$ cat src/rtl/generateproof_deadlock_report_if.sv
// -----------------------------------------------------------------------------
// generateproof_deadlock_report_if
// Report channel from the deadlock reporter to the debug/host side.
//   rpt_valid  report available (producer -> consumer)
//   rpt_ready  consumer accepts the report (consumer -> producer)
//   rpt_idx    index of the blocking monitor
//   rpt_time   timestamp (cycles since reset) at detection
// Modports: master = report producer, slave = report consumer.
// -----------------------------------------------------------------------------
interface generateproof_deadlock_report_if #(
    parameter int IDX_W = 2,
    parameter int CNT_W = 32
);
    logic             rpt_valid;
    logic             rpt_ready;
    logic [IDX_W-1:0] rpt_idx;
    logic [CNT_W-1:0] rpt_time;

    modport master (
        output rpt_valid,
        output rpt_idx,
        output rpt_time,
        input  rpt_ready
    );

    modport slave (
        input  rpt_valid,
        input  rpt_idx,
        input  rpt_time,
        output rpt_ready
    );
endinterface

$ cat src/rtl/generateproof_deadlock_report.sv
// -----------------------------------------------------------------------------
// generateproof_deadlock_report
// Collects the block flags of the per-instance HLS deadlock monitors, filters
// them for persistence, picks the first sustained blocker, timestamps it and
// emits a single report on a valid/ready channel. A sticky deadlock flag stays
// set until software pulses clear.
//
// Ports:
//   clock     single clock, rising edge
//   reset     asynchronous active-low reset
//   block_in  [N_MON] registered block flags from the monitors
//   clear     one-cycle pulse: drop report and sticky flag, re-arm
//   deadlock  sticky deadlock flag
//   rpt       report channel (master modport: rpt_valid/rpt_idx/rpt_time out,
//             rpt_ready in)
//
// Optional feature macro: DEADLOCK_RPT_AUTOREARM_EN
//   defined   : after a report is accepted, the first cycle with no block
//               re-arms detection (deadlock stays set until clear)
//   undefined : once a report is accepted, only clear re-arms detection
// -----------------------------------------------------------------------------
module generateproof_deadlock_report #(
    parameter int N_MON   = 4,
    parameter int PERSIST = 16,
    parameter int CNT_W   = 32,
    localparam int IDX_W  = (N_MON > 1) ? $clog2(N_MON) : 1
) (
    input  logic                 clock,
    input  logic                 reset,
    input  logic [N_MON-1:0]     block_in,
    input  logic                 clear,
    output logic                 deadlock,
    generateproof_deadlock_report_if.master rpt
);

    localparam int CNT_PW = $clog2(PERSIST + 1);

    typedef enum logic [1:0] {
        IDLE    = 2'd0,
        WATCH   = 2'd1,
        REPORT  = 2'd2,
        LATCHED = 2'd3
    } state_t;

    state_t              state_r;
    logic [IDX_W-1:0]    cand_r;
    logic [CNT_PW-1:0]   cnt_r;
    logic [CNT_W-1:0]    ts_r;
    logic                rpt_valid_r;
    logic [IDX_W-1:0]    rpt_idx_r;
    logic [CNT_W-1:0]    rpt_time_r;
    logic                deadlock_r;

    // Lowest set index of a block vector; the lowest monitor wins ties.
    function automatic logic [IDX_W-1:0] lowest_set(input logic [N_MON-1:0] v);
        logic [IDX_W-1:0] idx;
        idx = {IDX_W{1'b0}};
        for (int i = N_MON - 1; i >= 0; i--) begin
            if (v[i]) begin
                idx = IDX_W'(i);
            end
        end
        return idx;
    endfunction

    // Free-running saturating timestamp plus the detection/report FSM.
    always_ff @(posedge clock or negedge reset) begin
        if (!reset) begin
            state_r     <= IDLE;
            cand_r      <= {IDX_W{1'b0}};
            cnt_r       <= {CNT_PW{1'b0}};
            ts_r        <= {CNT_W{1'b0}};
            rpt_valid_r <= 1'b0;
            rpt_idx_r   <= {IDX_W{1'b0}};
            rpt_time_r  <= {CNT_W{1'b0}};
            deadlock_r  <= 1'b0;
        end else begin
            // The timestamp is not affected by clear, only by reset.
            if (ts_r != {CNT_W{1'b1}}) begin
                ts_r <= ts_r + CNT_W'(1);
            end else begin
                ts_r <= ts_r;
            end

            if (clear) begin
                // Clear beats everything, including a same-edge handshake;
                // rpt_idx/rpt_time deliberately keep their last values.
                state_r     <= IDLE;
                cand_r      <= {IDX_W{1'b0}};
                cnt_r       <= {CNT_PW{1'b0}};
                rpt_valid_r <= 1'b0;
                deadlock_r  <= 1'b0;
            end else begin
                case (state_r)
                    IDLE: begin
                        if (block_in != {N_MON{1'b0}}) begin
                            cand_r  <= lowest_set(block_in);
                            cnt_r   <= CNT_PW'(1);
                            state_r <= WATCH;
                        end else begin
                            cnt_r   <= {CNT_PW{1'b0}};
                        end
                    end
                    WATCH: begin
                        if (block_in[cand_r]) begin
                            // cnt counts consecutive high samples of the candidate.
                            if (cnt_r + CNT_PW'(1) == CNT_PW'(PERSIST)) begin
                                state_r     <= REPORT;
                                cnt_r       <= {CNT_PW{1'b0}};
                                rpt_valid_r <= 1'b1;
                                rpt_idx_r   <= cand_r;
                                rpt_time_r  <= ts_r;
                                deadlock_r  <= 1'b1;
                            end else begin
                                cnt_r <= cnt_r + CNT_PW'(1);
                            end
                        end else if (block_in != {N_MON{1'b0}}) begin
                            // Candidate let go but someone else is blocking:
                            // restart the persistence window on the new one.
                            cand_r <= lowest_set(block_in);
                            cnt_r  <= CNT_PW'(1);
                        end else begin
                            cnt_r   <= {CNT_PW{1'b0}};
                            state_r <= IDLE;
                        end
                    end
                    REPORT: begin
                        if (rpt.rpt_ready) begin
                            rpt_valid_r <= 1'b0;
                            state_r     <= LATCHED;
                        end else begin
                            rpt_valid_r <= 1'b1;
                        end
                    end
                    LATCHED: begin
`ifdef DEADLOCK_RPT_AUTOREARM_EN
                        if (block_in == {N_MON{1'b0}}) begin
                            state_r <= IDLE;
                        end else begin
                            state_r <= LATCHED;
                        end
`else
                        state_r <= LATCHED;
`endif
                    end
                    default: begin
                        state_r     <= IDLE;
                        cnt_r       <= {CNT_PW{1'b0}};
                        rpt_valid_r <= 1'b0;
                    end
                endcase
            end
        end
    end

    assign rpt.rpt_valid = rpt_valid_r;
    assign rpt.rpt_idx   = rpt_idx_r;
    assign rpt.rpt_time  = rpt_time_r;
    assign deadlock      = deadlock_r;

endmodule
$ cat src/flat_wrapper.sv
// flat-port wrapper written by rule: the top's interface ports become plain ports
module generateproof_deadlock_report_flat 
#(
    parameter int N_MON   = 4,
    parameter int PERSIST = 16,
    parameter int CNT_W   = 32,
    localparam int IDX_W  = (N_MON > 1) ? $clog2(N_MON) : 1
)
  (clock, reset, block_in, clear, deadlock, rpt_rpt_valid, rpt_rpt_idx, rpt_rpt_time, rpt_rpt_ready);
  generateproof_deadlock_report_if #(.CNT_W(CNT_W)) rpt_i ();
  input  logic clock;
  input  logic reset;
  input  logic [N_MON-1:0] block_in;
  input  logic clear;
  output logic deadlock;
  output wire logic [$bits(rpt_i.rpt_valid)-1:0] rpt_rpt_valid;
  output wire logic [$bits(rpt_i.rpt_idx)-1:0] rpt_rpt_idx;
  output wire logic [$bits(rpt_i.rpt_time)-1:0] rpt_rpt_time;
  input wire logic [$bits(rpt_i.rpt_ready)-1:0] rpt_rpt_ready;
  assign rpt_rpt_valid = rpt_i.rpt_valid;
  assign rpt_rpt_idx = rpt_i.rpt_idx;
  assign rpt_rpt_time = rpt_i.rpt_time;
  assign rpt_i.rpt_ready = rpt_rpt_ready;
  generateproof_deadlock_report #(.N_MON(N_MON), .PERSIST(PERSIST), .CNT_W(CNT_W)) u_core (.clock(clock), .reset(reset), .block_in(block_in), .clear(clear), .deadlock(deadlock), .rpt(rpt_i));
endmodule
$ cat config.mk
export PLATFORM = sky130hd
export DESIGN_NAME = generateproof_deadlock_report_flat
export DESIGN_NICKNAME = d
export VERILOG_FILES = /design/src/rtl/generateproof_deadlock_report_if.sv /design/src/rtl/generateproof_deadlock_report.sv /design/src/flat_wrapper.sv
export SDC_FILE = /design/constraint.sdc
export NUM_CORES = 1
export LEC_CHECK = 0
export ABC_AREA = 1
export CELL_PAD_IN_SITES_DETAIL_PLACEMENT = 1
export CELL_PAD_IN_SITES_GLOBAL_PLACEMENT = 1
export CORE_UTILIZATION = 37
export CTS_CLUSTER_DIAMETER = 40
export DETAILED_ROUTE_END_ITERATION = 10
export GPL_TIMING_DRIVEN = 0
export HOLD_SLACK_MARGIN = 0.05
export PLACE_DENSITY = 0.7
export SLEW_MARGIN = 0
export SYNTH_ARGS = -nofsm -noshare
export SYNTH_HDL_FRONTEND = slang
export SYNTH_SLANG_ARGS = --single-unit
export TNS_END_PERCENT = 30
$ cat constraint.sdc
create_clock -name clock -period 2.42 [get_ports clock]
set_input_delay 0.242 -clock clock [delete_from_list [all_inputs] [get_ports clock]]
set_output_delay 0.242 -clock clock [all_outputs]
set_load 0.02 [all_outputs]
Word-level counts from Yosys, hierarchy flattened:

Index checks and enable logic that the tools add are counted.

* input port bits: 8
* logic and storage cells: 65
* output and inout port bits: 36
* bits in registers: 77

* reductions and logical operators: 12
* add/subtract/negate cells: 2
* $lt $le $gt $ge: 1
* muxes and demuxes: 29
* bitwise gates (word level): 1
* equal/unequal tests: 12

Operator list (count)
* $add A32 B1 Y32 const B: 1
* $ne A32 B32 Y1 const B: 1
* $mux W2: 13
* $mux W5: 3
* $pmux W5 S2: 1
* $ne A3 B2 Y1 const B: 3
* $mux W1: 8
* $pmux W2 S4: 1
* $reduce_and A4 Y1: 2
* $ne A3 B3 Y1 const B: 2
* $reduce_and A3 Y1: 2
* $reduce_bool A2 Y1: 3
* $reduce_bool A3 Y1: 2
* $add A5 B1 Y5 const B: 1
* $eq A5 B5 Y1 const B: 1
* $eq A2 B2 Y1 const B: 2
* $ne A4 B3 Y1 const B: 1
* $ne A4 B4 Y1 const B: 1
* $pmux W2 S2: 1
* $reduce_bool A4 Y1: 1
* $lt A2 B3 Y1 const B: 1
* $bmux W1 S2: 1
* $eq A2 B1 Y1 const B: 1
* $logic_not A2 Y1: 1
* other kinds (3): 3

Longest topological paths before layout:

* word-level depth: 8
* gate-level depth with buffers: 10
* gate-level depth less buffers: 10

Least setup slack after synthesis:

No wires, ideal clock.

* path kind: reg2reg
* start point: reg u_core.cnt_r[0]
* end point: reg u_core.rpt_time_r[0], in the netlist u_core.rpt.rpt_time[0]
* stages on the path, launching flop included: 11
* setup time: 0.117 ns
* period minus slack after synthesis: 1.584 ns
* data required time: 2.303 ns
* data arrival time: 1.467 ns
* buffers on the path: 1
* setup slack: 0.836 ns
* path through: dfrtp_1 -> ha_1 -> nand3_1 -> inv_1 -> nand2_1 -> nand2_2 -> nor2_8 -> nand3_4 -> buf_6 -> nand2_1 -> nand2_1

* longest elaborated chain between the ends: 3

RTL lines
* from (decl): RTL line generateproof_deadlock_report.sv:47 `logic [CNT_PW-1:0] cnt_r;`
* from (signal assigned): RTL line generateproof_deadlock_report.sv:71 `cnt_r <= {CNT_PW{1'b0}};`
* from (signal assigned): RTL line generateproof_deadlock_report.sv:90 `cnt_r <= {CNT_PW{1'b0}};`
* from (signal assigned): RTL line generateproof_deadlock_report.sv:101 `cnt_r <= {CNT_PW{1'b0}};`
* $add A5 B1 Y5: RTL line generateproof_deadlock_report.sv:107 `if (cnt_r + CNT_PW'(1) == CNT_PW'(PERSIST)) begin`
* $eq A5 B5 Y1: RTL line generateproof_deadlock_report.sv:107
* $reduce_and A4 Y1 (no source line)
* to (signal assigned): RTL line generateproof_deadlock_report.sv:75 `rpt_time_r <= {CNT_W{1'b0}};`
* to (signal assigned): RTL line generateproof_deadlock_report.sv:112 `rpt_time_r <= ts_r;`
* to (decl): RTL line generateproof_deadlock_report.sv:51 `logic [CNT_W-1:0] rpt_time_r;`

No other way between the ends.
A chain may end at the register's enable or synchronous reset.

Final worst setup path:

* start point: reg u_core.ts_r[0]
* end point: reg u_core.ts_r[10]

* longest elaborated chain between the ends: 1
* elaborated cells on any way between the ends: 2
* those cells by class: add/sub (1); eq/ne (1)

RTL lines
* from (decl): RTL line generateproof_deadlock_report.sv:48 `logic [CNT_W-1:0] ts_r;`
* from (signal assigned): RTL line generateproof_deadlock_report.sv:72 `ts_r <= {CNT_W{1'b0}};`
* from (signal assigned): RTL line generateproof_deadlock_report.sv:80 `ts_r <= ts_r + CNT_W'(1);`
* from (signal assigned): RTL line generateproof_deadlock_report.sv:82 `ts_r <= ts_r;`
* $add A32 B1 Y32 / $ne A32 B32 Y1 (equally long branches): RTL line generateproof_deadlock_report.sv:80, generateproof_deadlock_report.sv:79

Several ways; a longest one is shown, not always the timed one.

==> impl_metrics.py <==
metrics = {
    "run_status": {
        "status": "finished clean",
    },
    "routing": {
        "first_pass_iters": 4,
        "vias_per_cell": 5.104,
        "dr_total_vias": 3726,
        "avgRoutedWirePerCell_um": 16.52,
        "wl_mm": 12.06,
        "ant_nets": 0,
        "drt_iter0_drc": 116,
        "drc_errors": 0,
    },
    "global_routing": {
        "grt_usage_pct": 23.21,
        "grt_pass1_wl_mm": 20.12,
        "overflow": 0,
        "antenna_found_initial": 0,
        "grt_max_degree": 43,
        "grt_pass1_vias": 3874,
    },
    "synthesis": {
        "synth_cells": 534,
        "yosys.area.top_type_share_pct": 47.53,
        "synthTopCellsByArea": "dfrtp_1 48%, nand2_1 19%, nand3_1 6.0%",
        "syn_area_mm2": 0.004054,
        "avgSynthCellArea_um2": 7.592,
        "yosysWarnings": 0,
        "synthDistinctLibCells": 30,
        "yosysTopAreaCell": "dfrtp_1",
        "synth_nets": 544,
        "ys_ff_latch": 77,
        "ys_seq_area_share_pct": 47.53,
    },
    "setup_path": {
        "start_kind": "register",
        "cp.required_ns": 2.71,
        "worstPathMaxFanout": 10,
        "critPathKind": "reg -> reg",
        "end_kind": "register",
        "critPathArrivalTime_ns": 2.39,
    },
    "clock_tree": {
        "htree_levels": 3,
        "cts_resized": 0,
        "tritoncts": "yes",
        "cts_buffer_depth": 2,
        "clock-sinks": 77,
        "cts_buffers": 9,
        "clock_latency_ns": 0.35,
        "postCtsHoldBufs": 1,
        "root_buffer": "clkbuf_8",
        "post-cts-setup-buffer-count": 0,
        "clkTransAtPathRegs_ns": 0.08,
    },
    "pwr": {
        "finalPower_mw": 2.761,
        "combPwrFrac_pct": 13.5,
        "leakagePower_nw": 2.372,
        "pwr-share-clk_pct": 37.0,
        "seqPwrFrac_pct": 49.4,
        "power.density_mw_per_mm2": 565.7,
        "ir_drop_mv": 0.2349,
        "netSwitchingFraction_pct": 29.55,
        "switching_power_mw": 0.8158,
        "p_int_mw": 1.945,
    },
    "placement": {
        "hpwl_mm": 9.501,
        "dp_slack_ns": 0.2721,
        "portBuffers": 43,
        "place_congestion": 0.8720,
    },
    "floorplanning": {
        "fp.dieW_um": 106.7,
        "initial_core_util_pct": 38.75,
        "die_y_um": 106.7,
        "io_pins": 44,
        "die_area_mm2": 0.01138,
        "core_area_mm2": 0.01046,
        "num_rows": 37,
    },
    "timing": {
        "rsz0062_at_grt": "no",
        "worst-slew-pin-transition_ns": 0.5241,
        "clock.fmax_mhz": 476.2,
        "worst_slack_ns": 0.3200,
        "max_slew_margin_pct": 65.06,
        "fin_crit_ns": 2.100,
        "finalCritPeriodShare_pct": 86.78,
        "hold_violations": 0,
        "slew_viol_final": 0,
        "clock_skew_ns": 0.008144,
        "setup-violations-final": 0,
    },
    "min_path": {
        "min_path_type": "in -> async",
    },
    "final_layout": {
        "n_antenna_cell": 0,
        "multiInputGateArea_mm2": 0.001821,
        "nets": 600,
        "syn_to_final_growth_pct": 20.40,
        "fillerInstances": 1336,
        "drive_gt1_share_pct": 7.407,
        "seqCellArea_mm2": 0.001927,
    },
    "job": {
        "maxCapViolCount": 0,
    },
}
==> Yosys cell counts, drive strengths merged <==
| cell | instances |
|---|---|
| o211ai | 1 |
| clkbuf | 2 |
| a22o | 1 |
| o21ai | 9 |
| ha | 2 |
| buf | 14 |
| o22ai | 1 |
| inv | 48 |
| or2 | 4 |
| nand3b | 9 |
| nand4 | 39 |
| nor2 | 50 |
| a21oi | 4 |
| nor3 | 12 |
| nand2 | 203 |
| nand3 | 53 |
| clkinv | 1 |
| dfrtp | 77 |
| nor4 | 1 |
| xor2 | 3 |
==> power groups by stage <==
| stage | logic [mW] | registers [mW] | clock network, mW |
|---|---|---|---|
| floorplan | 0.233 | 1.38 | 0 |
| global placement | 0.351 | 1.38 | 0 |
| detailed placement | 0.371 | 1.39 | 0 |
| CTS | 0.374 | 1.36 | 1.05 |
| global route | 0.426 | 1.37 | 1.10 |
| finish | 0.374 | 1.36 | 1.02 |
==> registers in the layout, summed over array words and instances (netlist names) <==
register              cells
u_core.cand_r             2
u_core.deadlock           1
u_core.rpt.rpt_valid      1
u_core.cnt_r              5
u_core.rpt.rpt_idx        2
u_core.ts_r              32
u_core.rpt.rpt_time      32
u_core.state_r            2
==> final timing paths <==
| path | to | depth (start not counted) | start | slack [ns] |
|---|---|---|---|---|
| min in group clock | u_core.rpt.rpt_time[7] | 2 | u_core.rpt.rpt_time[7] | 0.47 |
| max | u_core.ts_r[10] | 8 | u_core.ts_r[0] | 0.32 |
| max reg2reg | u_core.ts_r[10] | 8 | u_core.ts_r[0] | 0.32 |
| min | u_core.rpt.rpt_time[6] | 2 | reset | 0.40 |
| min reg2reg | u_core.rpt.rpt_time[7] | 2 | u_core.rpt.rpt_time[7] | 0.47 |
| max in group asynchronous | u_core.state_r[0] | 3 | reset | 1.42 |
==> final cells by class <==
| cell class | count | area share [%] |
|---|---|---|
| flip-flops and latches | 77 | 39.48 |
| plain buffers | 16 | 2.512 |
| repair buffers | 45 | 9.382 |
| clock buffers | 11 | 3.102 |
| inverters | 49 | 3.768 |
| clock inverters | 4 | 0.9741 |
| well taps | 136 | 3.486 |
| multi-input cells | 392 | 37.30 |
==> stage by stage <==
| step | cells | TNS [ns] | instance area [um^2] | util (%) | hold WS [ns] |
|---|---|---|---|---|---|
| 2_1_floorplan | 534 | 0 | 4054 | - | -0.05359 |
| 3_3_place_gp | 713 | -133.59 | 4654 | 44.49 | 0.4538 |
| 3_5_place_dp | 714 | 0 | 4672 | 44.65 | 0.2559 |
| 4_1_cts | 730 | 0 | 4881 | 46.65 | 0.4119 |
| 5_1_grt | 730 | 0 | 4881 | 46.65 | 0.4318 |
| 6_report | 730 | 0 | 4881 | 46.65 | 0.3967 |
==> layer usage <==
layer  routed length [um]  part of all wire [%]  global-route usage [%]  vias up
li1                     -                     -                       -     1839
met2                 5429                    45                   36.68       58
met5                    0                     0                       0        -
met1                 6088                    50                   33.23     1818
met3                  393                   3.3                   2.736       11
met4                  149                   1.2                   7.045        0
==> worst max-delay path, stage by stage, from the launching register on <==
cell and delay, ns:
dfrtp_1 0.59, ha_1 0.39, nand3_2 0.15, inv_1 0.14, nand2_1 0.14, nor2_1 0.18, nand2_2 0.16, buf_6 0.19
nand3_1 0.08
==> cells in the final DEF (no fill, tap or decap), types with 2 or more instances in the layout <==
| cell type | n |
|---|---|
| clkinv_2 | 2 |
| buf_4 | 4 |
| buf_6 | 6 |
| inv_1 | 47 |
| clkdlybuf4s50_1 | 42 |
| buf_2 | 5 |
| dfrtp_1 | 77 |
| or2_2 | 3 |
| nand2_2 | 2 |
| clkbuf_8 | 11 |
| nand2_1 | 201 |
| nand4_1 | 39 |
| ha_1 | 2 |
| nor3_1 | 11 |
| nand3_2 | 2 |
| nor2_1 | 48 |
| nand3_4 | 2 |
| a21oi_1 | 4 |
| o21ai_0 | 9 |
| xor2_1 | 3 |
| nand3b_1 | 9 |
| nand3_1 | 49 |
| clkbuf_1 | 2 |
==> kinds of logic (layout without fill, tap and decap cells) <==
group,Yosys count,count (layout),share of synthesized area (%)
flops,77,77,47.53
simple gates,371,371,41.48
compound gates,16,16,2.161
xor+xnor,3,3,0.6483
buf+inv,65,125,7.561
fa+ha+maj,2,2,0.6172
(Power assumes the default switching activity.)
